File: config.mk
export PLATFORM = sky130hd
export DESIGN_NAME = mem_stage
export DESIGN_NICKNAME = d
export VERILOG_FILES = /design/src/rtl/mips_mem_pkg.sv /design/src/rtl/mem_load_ext.sv /design/src/rtl/mem_stage.sv
export SDC_FILE = /design/constraint.sdc
export NUM_CORES = 1
export LEC_CHECK = 0
export ABC_AREA = 1
export CAP_MARGIN = 20
export CORE_MARGIN = 3
export CORE_UTILIZATION = 45
export DETAILED_ROUTE_END_ITERATION = 6
export PLACE_DENSITY = 0.79
export SETUP_SLACK_MARGIN = 0.4
export SLEW_MARGIN = 20
export SYNTH_ARGS = -nofsm -noshare
export SYNTH_HDL_FRONTEND = slang
export SYNTH_SLANG_ARGS = --single-unit
File: constraint.sdc
create_clock -name clk -period 2.5 [get_ports clk]
set_input_delay 0.625 -clock clk [delete_from_list [all_inputs] [get_ports clk]]
set_output_delay 0.625 -clock clk [all_outputs]
set_load 0.05 [all_outputs]
File: src/rtl/mips_mem_pkg.sv
// Purpose : shared encodings for the MIPS MEM stage (memop codes, FSM states, byte lanes).
// Latency : n/a (definitions only).
// Backpressure: n/a.
// Contents: MEMOP_* codes, mem_state_e, SEL_* lane masks (big-endian, bit3 = bits 31:24).
package mips_mem_pkg;

  localparam logic [3:0] MEMOP_NONE = 4'd0;
  localparam logic [3:0] MEMOP_LB   = 4'd1;
  localparam logic [3:0] MEMOP_LBU  = 4'd2;
  localparam logic [3:0] MEMOP_LH   = 4'd3;
  localparam logic [3:0] MEMOP_LHU  = 4'd4;
  localparam logic [3:0] MEMOP_LW   = 4'd5;
  localparam logic [3:0] MEMOP_SB   = 4'd6;
  localparam logic [3:0] MEMOP_SH   = 4'd7;
  localparam logic [3:0] MEMOP_SW   = 4'd8;

  typedef enum logic [1:0] {
    IDLE = 2'd0,
    BUSY = 2'd1,
    DONE = 2'd2
  } mem_state_e;

  // Byte offset 0 lives in bits 31:24, so lane masks shift right with the offset.
  localparam logic [3:0] SEL_BYTE0 = 4'b1000;
  localparam logic [3:0] SEL_HALF0 = 4'b1100;
  localparam logic [3:0] SEL_HALF1 = 4'b0011;
  localparam logic [3:0] SEL_WORD  = 4'b1111;

endpackage

File: src/rtl/mem_load_ext.sv
// Purpose : align a big-endian bus word to the addressed byte/half and sign/zero extend it.
// Latency : combinational.
// Backpressure: none.
// Ports   : i_rdata raw bus word, i_off byte offset, i_memop load kind, o_data result.
module mem_load_ext
  import mips_mem_pkg::*;
(
  input  logic [31:0] i_rdata,
  input  logic [1:0]  i_off,
  input  logic [3:0]  i_memop,
  output logic [31:0] o_data
);

  logic [7:0]  w_byte;
  logic [15:0] w_half;

  always_comb begin
    w_byte = 8'h00;
    case (i_off)
      2'd0:    w_byte = i_rdata[31:24];
      2'd1:    w_byte = i_rdata[23:16];
      2'd2:    w_byte = i_rdata[15:8];
      default: w_byte = i_rdata[7:0];
    endcase
  end

  // Halfword offset is 0 or 2 once alignment has been checked upstream.
  assign w_half = i_off[1] ? i_rdata[15:0] : i_rdata[31:16];

  always_comb begin
    o_data = i_rdata;
    case (i_memop)
      MEMOP_LB:  o_data = {{24{w_byte[7]}}, w_byte};
      MEMOP_LBU: o_data = {24'h000000, w_byte};
      MEMOP_LH:  o_data = {{16{w_half[15]}}, w_half};
      MEMOP_LHU: o_data = {16'h0000, w_half};
      default:   o_data = i_rdata;
    endcase
  end

endmodule

File: src/rtl/mem_stage.sv
// Purpose : MIPS MEM stage; issues loads/stores on a req/ack bus and feeds MEM/WB.
// Latency : non-memory ops pass through same cycle; memory ops take >= 3 cycles (IDLE, BUSY, DONE).
// Backpressure: stall_req holds upstream while an access is pending; the bus side waits on dbus_ack.
// Ports   : ex_* EX/MEM inputs; mem_addr/mem_en/mem_data to MEM/WB; stall_req, exc_misalign;
//           dbus_* request/ack data bus; bus_err watchdog abort.
// Option  : define DBUS_TIMEOUT_EN to enable the BUSY watchdog (TIMEOUT_CYCLES); otherwise bus_err=0.
module mem_stage
  import mips_mem_pkg::*;
#(
  parameter int TIMEOUT_CYCLES = 255
) (
  input  logic        clk,
  input  logic        reset,
  input  logic [4:0]  ex_wd,
  input  logic        ex_wreg,
  input  logic [31:0] ex_wdata,
  input  logic [3:0]  ex_memop,
  input  logic [31:0] ex_maddr,
  input  logic [31:0] ex_sdata,
  output logic [4:0]  mem_addr,
  output logic        mem_en,
  output logic [31:0] mem_data,
  output logic        stall_req,
  output logic        exc_misalign,
  output logic        dbus_req,
  output logic        dbus_we,
  output logic [31:0] dbus_addr,
  output logic [3:0]  dbus_sel,
  output logic [31:0] dbus_wdata,
  input  logic [31:0] dbus_rdata,
  input  logic        dbus_ack,
  output logic        bus_err
);

  mem_state_e  r_state;
  mem_state_e  w_state_nxt;

  logic        w_is_load;
  logic        w_is_store;
  logic        w_misalign;
  logic        w_go;
  logic        w_ack;
  logic        w_tmo;
  logic [3:0]  w_sel;
  logic [31:0] w_wdata;
  logic [31:0] w_ext;

  logic        r_dbus_req;
  logic        r_dbus_we;
  logic [31:0] r_dbus_addr;
  logic [3:0]  r_dbus_sel;
  logic [31:0] r_dbus_wdata;
  logic [31:0] r_load_res;

  // Decode op class, alignment and lane/data shaping.
  always_comb begin
    w_is_load  = 1'b0;
    w_is_store = 1'b0;
    w_misalign = 1'b0;
    w_sel      = 4'b0000;
    w_wdata    = 32'h0;
    case (ex_memop)
      MEMOP_LB, MEMOP_LBU: begin
        w_is_load = 1'b1;
        w_sel     = SEL_BYTE0 >> ex_maddr[1:0];
      end
      MEMOP_LH, MEMOP_LHU: begin
        w_is_load  = 1'b1;
        w_misalign = ex_maddr[0];
        w_sel      = ex_maddr[1] ? SEL_HALF1 : SEL_HALF0;
      end
      MEMOP_LW: begin
        w_is_load  = 1'b1;
        w_misalign = |ex_maddr[1:0];
        w_sel      = SEL_WORD;
      end
      MEMOP_SB: begin
        w_is_store = 1'b1;
        w_sel      = SEL_BYTE0 >> ex_maddr[1:0];
        w_wdata    = {4{ex_sdata[7:0]}};
      end
      MEMOP_SH: begin
        w_is_store = 1'b1;
        w_misalign = ex_maddr[0];
        w_sel      = ex_maddr[1] ? SEL_HALF1 : SEL_HALF0;
        w_wdata    = {2{ex_sdata[15:0]}};
      end
      MEMOP_SW: begin
        w_is_store = 1'b1;
        w_misalign = |ex_maddr[1:0];
        w_sel      = SEL_WORD;
        w_wdata    = ex_sdata;
      end
      default: ;
    endcase
  end

  assign w_go  = (r_state == IDLE) && (w_is_load || w_is_store) && !w_misalign;
  // Acks seen outside BUSY belong to nobody and are dropped.
  assign w_ack = (r_state == BUSY) && dbus_ack;

  // EX/MEM inputs are frozen by the stall, so offset/op are still valid when the ack lands.
  mem_load_ext u_load_ext (
    .i_rdata (dbus_rdata),
    .i_off   (ex_maddr[1:0]),
    .i_memop (ex_memop),
    .o_data  (w_ext)
  );

`ifdef DBUS_TIMEOUT_EN
  localparam int TW = (TIMEOUT_CYCLES > 255) ? $clog2(TIMEOUT_CYCLES + 1) : 8;

  logic [TW-1:0] r_tmo_cnt;
  logic          r_bus_err;

  // Counter holds the number of BUSY cycles already completed; abort on the last allowed one.
  assign w_tmo = (r_state == BUSY) && !dbus_ack && (r_tmo_cnt == TW'(TIMEOUT_CYCLES - 1));

  always_ff @(posedge clk or negedge reset) begin
    if (!reset) begin
      r_tmo_cnt <= '0;
      r_bus_err <= 1'b0;
    end else begin
      r_bus_err <= w_tmo;
      if (w_go) begin
        r_tmo_cnt <= '0;
      end else if (r_state == BUSY) begin
        r_tmo_cnt <= r_tmo_cnt + TW'(1);
      end
    end
  end

  // bus_err is high exactly during the DONE cycle that follows an abort.
  assign bus_err = r_bus_err;
`else
  logic w_unused_tmo;
  assign w_unused_tmo = ^TIMEOUT_CYCLES;
  assign w_tmo        = 1'b0;
  assign bus_err      = 1'b0;
`endif

  always_ff @(posedge clk or negedge reset) begin
    if (!reset) begin
      r_state <= IDLE;
    end else begin
      r_state <= w_state_nxt;
    end
  end

  always_comb begin
    w_state_nxt  = r_state;
    mem_addr     = ex_wd;
    mem_en       = 1'b0;
    mem_data     = ex_wdata;
    stall_req    = 1'b0;
    exc_misalign = 1'b0;
    case (r_state)
      IDLE: begin
        if (!(w_is_load || w_is_store)) begin
          mem_en = ex_wreg;
        end else if (w_misalign) begin
          exc_misalign = 1'b1;
        end else begin
          stall_req   = 1'b1;
          w_state_nxt = BUSY;
        end
      end
      BUSY: begin
        stall_req = 1'b1;
        if (w_ack || w_tmo) begin
          w_state_nxt = DONE;
        end
      end
      DONE: begin
        if (w_is_load) begin
          mem_en   = ex_wreg & ~bus_err;
          mem_data = r_load_res;
        end else if (!w_is_store) begin
          mem_en = ex_wreg;
        end
        w_state_nxt = IDLE;
      end
      default: w_state_nxt = IDLE;
    endcase
  end

  always_ff @(posedge clk or negedge reset) begin
    if (!reset) begin
      r_dbus_req   <= 1'b0;
      r_dbus_we    <= 1'b0;
      r_dbus_addr  <= 32'h0;
      r_dbus_sel   <= 4'b0000;
      r_dbus_wdata <= 32'h0;
      r_load_res   <= 32'h0;
    end else begin
      if (w_go) begin
        r_dbus_req   <= 1'b1;
        r_dbus_we    <= w_is_store;
        r_dbus_addr  <= {ex_maddr[31:2], 2'b00};
        r_dbus_sel   <= w_sel;
        r_dbus_wdata <= w_wdata;
      end else if (w_ack || w_tmo) begin
        r_dbus_req <= 1'b0;
      end
      if (w_ack) begin
        r_load_res <= w_ext;
      end
    end
  end

  assign dbus_req   = r_dbus_req;
  assign dbus_we    = r_dbus_we;
  assign dbus_addr  = r_dbus_addr;
  assign dbus_sel   = r_dbus_sel;
  assign dbus_wdata = r_dbus_wdata;

endmodule

==> summary.txt, run 1 <==
Critical path
  • Startpoint Class: input pin
  • Critical R2R Capture: dbus_addr[18]$_DFFE_PN0P_
  • Worst-path maximum fanout: 6
  • R2R Setup Slk: 0.80 ns
  • CP Depth: 11
  • CP max stage delay: 0.20 ns
  • Slowest CP cell: buf_12
  • Worst Path Buf+Inv: 5
  • Critical path type: in2out
  • FF-to-FF Start: r_state[1]$_DFFE_PN0P_
  • Crit end category: output pin
  • Req. time, crit path: 1.88 ns
  • R2R cell count: 7
  • Arrival time worst endpoint: 1.97 ns
  • Sequence of cells on the critical path: buf_8, nor2_4, nand3_4, inv_4, nor2_4, nand2_2, nand3_4, buf_12, clkbuf_16, o21ai_4, buf_12
  • Cell family with most CP delay: buffers and inverters

Global routing
  • Largest net degree at the start of global routing: 68
  • Antenna violations before repair: 0
  • GRT Util Overall: 27.3%
  • Vias in the first global route: 6,889
  • First-pass GRT wire length: 35,100 um
  • Total gr overflow: 0

Placement
  • HPWL Detailed: 15,600 um
  • RePlAce Congestion: 0.906
  • Placed cells: 1,319
  • Port Buffer Count: 238

Clock network
  • Clock Path Buffers: 2
  • Clock transition at the registers of the reported paths: 0.07 ns
  • Root Driver: clkbuf_16
  • CTS sink count: 102
  • Post-CTS Hold Buffers: 0
  • H-tree level count: 3
  • Worst skew pair latency: 0.35 ns
  • Clock tree from TritonCTS: done
  • Cts bufs inserted: 9

Die
  • Total core area: 13,600 sq um
  • Die Y: 125 um
  • Initial Util: 47.1%
  • Width of the chip: 125 um
  • I/O pin count: 252
  • Die ar.: 15,700 sq um
  • Row cnt: 42

Synthesis
  • Synthesized instance count: 922
  • Top cells by area, synth: dfrtp_1 (40%), nand2_1 (14%), inv_1 (8.5%)
  • Netlist cell types: 28
  • Register area share after synthesis: 39.8%
  • Synthesized flop and latch total: 102
  • Yosys top cell area share: 39.8%
  • Mapped cell area: 6410 sq um
  • Largest area contributor in the netlist: dfrtp_1
  • Synth warnings: 0
  • Avg Cell Area, Syn: 6.95 sq um

Layout
  • Layout cells sized above 1: 19.4%
  • Nets: 1,317
  • Most frequent cells in the layout: nand2_1 (195), inv_1 (143), clkdlybuf4s50_1 (130), dfrtp_1 (102), nand3_1 (74)
  • Antenna diodes: 0
  • Commonest non-fill, non-tap cell in the layout: nand2_1
  • Post-Layout Cell Count: 1,357
  • Layout area overhead: 66.7%
  • Layout Utilization: 78.6%

STA
  • Fin. Hold Viols: 0
  • Clock skew: 0.00514 ns
  • Worst Tran Pin Value: 0.591 ns
  • Unrepaired setup endpoints after global routing: yes
  • Hold_ws: 0.231 ns
  • PnR worst setup slack: -0.0965 ns
  • Final Max Tran Viols: 0
  • Setup tns final: -2.12 ns
  • Fin crit period: 2.60 ns
  • # setup viols final: 32
  • Max_slew headroom: 60.7%
  • Max Fclk: 385 MHz
  • Final Cycle Share: 104%

Detailed routing
  • DRT Wirelength: 22,300 um
  • Via-per-instance ratio: 5.14
  • Wirelength per Cell: 16.4 um
  • First-pass DRT Iterations: 5
  • DR iter-0 viols: 510
  • ANT nets after route: 0
  • Via count: 6,970
  • # DRC: 0

Outcome
  • Status: finished, violations left
  • Failing checks: setup timing

Power
  • Gate power share: 54.6%
  • Pwr dens: 886 nW/um^2
  • Internal Power: 0.00505 W
  • P_leak: 5.44 nW
  • Net Switching: 0.00442 W
  • Sw Share: 46.6%
  • Sequential power share: 28.3%
  • Clock power share: 17.1%
  • VDD IR max: 0.419 mV

Flow run
  • Max cap viols: 0

Min path
  • Hold crit path type: in2async
-- cell families after synthesis --
| group | Yosys count | synth area share (%) |
|---|---|---|
| AOI/OAI and AO/OA | 191 | 18.2 |
| buffers and inverters | 213 | 14.0 |
| DFF | 102 | 39.8 |
| other | 1 | 0.0585 |
| and+or+nand+nor | 415 | 27.9 |
-- power groups by stage --
stage / clock, W / combinational, W / sequential (W)
6_report: 0.00162 / 0.00517 / 0.00268
5_1_grt: 0.00171 / 0.00552 / 0.00276
4_1_cts: 0.00164 / 0.00506 / 0.00267
3_5_place_dp: 0 / 0.00522 / 0.00271
3_3_place_gp: 0 / 0.00515 / 0.00267
2_1_floorplan: 0 / 0.00199 / 0.00409
-- layer usage --
metal	wire, um	track usage [%]
met1	8920	35.7
met2	11000	45.3
met3	1650	5.88
met4	670	9.25
met5	0	0
-- metrics by stage --
| stage | total power, W | setup WS (ns) | instance area [sq um] |
|---|---|---|---|
| 2_1_floorplan | 0.00608 | 0.0592 | 6900 |
| 3_3_place_gp | 0.00782 | -0.515 | 9890 |
| 3_5_place_dp | 0.00794 | -0.558 | 9890 |
| 4_1_cts | 0.00937 | -0.0846 | 10400 |
| 5_1_grt | 0.0100 | -0.154 | 10700 |
| 6_report | 0.00947 | -0.0965 | 10700 |
-- how the worst max path moves through the flow --
| stage | slack [ns] | from | to |
|---|---|---|---|
| after floorplan | 0.06 | ex_memop[3] | mem_data[21] |
| after global placement | -0.51 | ex_memop[2] | mem_data[20] |
| after detailed placement | -0.56 | ex_memop[2] | mem_data[3] |
| after CTS | -0.08 | ex_memop[3] | mem_data[15] |
| after global routing | -0.15 | ex_memop[2] | mem_data[22] |
| final | -0.1 | ex_memop[2] | mem_data[28] |
-- repair_timing --
item                                    in CTS  in global routing
gates resized for setup                    131                 31
endpoints found under the setup margin     171                102
gates cloned                                 4                  4
pin swaps                                   16                  9
buffers inserted                             8                  6
-- synth_stat cells, drive strengths merged --
library cell / count
a21boi: 1
a21oi: 21
a31oi: 12
buf: 40
clkbuf: 21
clkinv: 2
conb: 1
dfrtp: 102
inv: 150
nand2: 242
nand3: 87
nand3b: 1
nor2: 77
nor3: 7
o211ai: 9
o21a: 1
o21ai: 80
o21bai: 67
or2: 1
-- registers in the layout (all words and copies together) (netlist names) --
name / cells
dbus_addr: 30
dbus_req: 1
r_load_res: 32
dbus_wdata: 32
dbus_we: 1
dbus_sel: 4
r_state: 2
-- layout make-up --
| cell class | instances | area, sq um |
|---|---|---|
| clock buffers | 10 | 229 |
| clock inverters | 6 | 110 |
| multi-input cells | 609 | 3540 |
| fillers | 988 | 2920 |
| inverters | 152 | 588 |
| flip-flops and latches | 102 | 2550 |
| well taps | 176 | 220 |
| repair buffers | 302 | 3450 |
No activity file was read; power rests on OpenSTA's default activity.
==> inputs of run 2 (changes only) <==
--- a/config.mk
+++ b/config.mk
@@ -7,12 +7,11 @@
 export LEC_CHECK = 0
 export ABC_AREA = 1
 export CAP_MARGIN = 20
-export CORE_MARGIN = 3
+export CORE_MARGIN = 2
 export CORE_UTILIZATION = 45
 export DETAILED_ROUTE_END_ITERATION = 6
 export PLACE_DENSITY = 0.79
 export SETUP_SLACK_MARGIN = 0.4
-export SLEW_MARGIN = 20
 export SYNTH_ARGS = -nofsm -noshare
 export SYNTH_HDL_FRONTEND = slang
 export SYNTH_SLANG_ARGS = --single-unit
==> run 2 against run 1 <==
  * The run ends with DRC, setup timing left
  * Critical path depth is the same
  * Register-to-register slack got worse by 0.09 ns
  * Critical path type unchanged
  * Combinational power increased by 1%
==> summary.txt, run 2 (same netlist as run 1, synthesis figures left out) <==
Placement
  • Port Buffer Count: 238 (unchanged)
  • RePlAce Congestion: 0.836 (-7.8%)
  • HPWL Detailed: 14,900 um (-4.8%)

Detailed routing
  • Wirelength per Cell: 16.4 um (about the same)
  • Via-per-instance ratio: 5.21 (+1.3%)
  • # DRC: 2 (+2)
  • DR iter-0 viols: 581 (+14%)
  • First-pass DRT Iterations: 7 (+2)
  • Via count: 7,069 (+1.4%)
  • DRT Wirelength: 22,300 um (about the same)
  • ANT nets after route: 0 (unchanged)

Global routing
  • Vias in the first global route: 6,727 (-2.4%)
  • GRT Util Overall: 28.5% (+1.2 points)
  • Antenna violations before repair: 0 (unchanged)
  • Largest net degree at the start of global routing: 68 (unchanged)
  • First-pass GRT wire length: 34,200 um (-2.7%)
  • Total gr overflow: 0 (unchanged)

Clock network
  • CTS sink count: 102 (unchanged)
  • H-tree level count: 3 (unchanged)
  • Cts bufs inserted: 9 (unchanged)
  • Worst skew pair latency: 0.35 ns (about the same)
  • Post-CTS Hold Buffers: 0 (unchanged)
  • Root Driver: clkbuf_16
  • Clock transition at the registers of the reported paths: 0.07 ns (about the same)
  • Clock tree from TritonCTS: done
  • Clock Path Buffers: 2 (unchanged)

Critical path
  • Critical path type: in2out
  • Critical R2R Capture: dbus_addr[9]$_DFFE_PN0P_
  • FF-to-FF Start: r_state[1]$_DFFE_PN0P_
  • Arrival time worst endpoint: 1.94 ns (-0.03 ns)
  • Crit end category: output pin
  • R2R cell count: 6 (-1)
  • R2R Setup Slk: 0.71 ns (-0.09 ns)
  • Worst-path maximum fanout: 6 (unchanged)
  • Req. time, crit path: 1.88 ns (about the same)
  • Startpoint Class: input pin

Die
  • I/O pin count: 252 (unchanged)
  • Die ar.: 15,200 sq um (-3.2%)
  • Width of the chip: 123 um (-1.6%)
  • Initial Util: 46.2% (-0.92 points)
  • Total core area: 13,900 sq um (+2.0%)
  • Die Y: 123 um (-1.6%)
  • Row cnt: 43 (+2.4%)

Layout
  • Layout area overhead: 67.9%
  • Commonest non-fill, non-tap cell in the layout: nand2_1
  • Antenna diodes: 0 (unchanged)
  • Nets: 1,314 (-0.23%)
  • Layout cells sized above 1: 19.7% (+0.30 points)
  • Most frequent cells in the layout: nand2_1 (193), inv_1 (143), clkdlybuf4s50_1 (130), dfrtp_1 (102), nand3_1 (74)

Power
  • VDD IR max: 0.466 mV (+11%)
  • P_leak: 5.47 nW (+0.45%)
  • Pwr dens: 875 nW/um^2 (-1.2%)
  • Total chip power: 0.00942 W (-0.55%)

STA
  • Max Fclk: 390 MHz (+1.2%)
  • Clock skew: 0.0120 ns (+0.00687 ns)
  • # setup viols final: 33 (+3.1%)
  • Worst Tran Pin Value: 0.568 ns (-0.0236 ns)
  • Max_slew headroom: 62.3% (+1.6 points)
  • Fin crit period: 2.57 ns (-0.0315 ns)
  • Final Max Tran Viols: 0 (unchanged)
  • Fin. Hold Viols: 0 (unchanged)
  • Final Cycle Share: 103% (-1.3 points)
  • PnR worst setup slack: -0.0650 ns (+0.0315 ns)
  • Unrepaired setup endpoints after global routing: yes
  • Setup tns final: -1.35 ns (+0.769 ns)

Flow run
  • Max cap viols: 0 (unchanged)

Outcome
  • Failing checks: DRC, setup timing
  • Status: finished, violations left

Min path
  • Hold crit path type: in2async
run 2: timing repair:
action / CTS / global route
setup buffers: 12 / 2
endpoints found under the setup margin: 172 / 106
resized for setup: 164 / 27
cloned: 6 / 2
pin swaps: 20 / 6
run 2: routing by layer:
metal	global-route usage (%)	wire length (um)
met3	4.43	1640
met2	46.6	10900
met4	11.3	769
met5	0	0
met1	37.9	9010
run 2: report_power, final:
group	switching [W]	internal, W	leakage (nW)
clock network	0.000654	0.000843	0.158
logic	0.00346	0.00178	4.03
registers	0.000365	0.00232	1.28
total	0.00448	0.00494	5.47
run 2: critical path, stage by stage:
cell and delay, ns:
buf_8 0.11, nor2_4 0.15, nand3_4 0.11, inv_4 0.08, nor2_4 0.04, nand2_4 0.07
nand3_4 0.11, buf_12 0.17, buf_16 0.15, o21ai_4 0.16, buf_12 0.16
run 2: final cells by class:
cell class | count | area [sq um]
clock buffer | 11 | 253
clock inverter | 5 | 63.8
fill | 984 | 3120
inverter | 152 | 588
multi-input combinational | 609 | 3620
sequential | 102 | 2550
tap | 180 | 225
timing repair buffer | 299 | 3460
run 2: stage by stage:
step | area, sq um | instances | hold WS, ns | utilization [%] | setup slack [ns]
detailed placement | 9850 | 1320 | 0.467 | 71.0 | -0.617
global placement | 9850 | 1320 | 0.462 | 71.0 | -0.550
floorplan | 6900 | 924 | 0.329 | - | 0.0592
finish | 10800 | 1358 | 0.260 | 77.5 | -0.0650
CTS | 10600 | 1354 | 0.270 | 76.2 | -0.0749
global route | 10800 | 1358 | 0.294 | 77.5 | -0.129
run 2: worst max-delay path by stage:
stage	from	end	slack, ns	depth (start not counted)
4_1_cts	ex_memop[3]	mem_data[13]	-0.07	11
3_5_place_dp	ex_memop[2]	mem_data[7]	-0.62	11
3_3_place_gp	ex_memop[2]	mem_data[7]	-0.55	11
2_1_floorplan	ex_memop[3]	mem_data[21]	0.06	8
6_report	ex_memop[2]	mem_data[23]	-0.07	11
5_1_grt	ex_memop[2]	mem_data[23]	-0.13	11
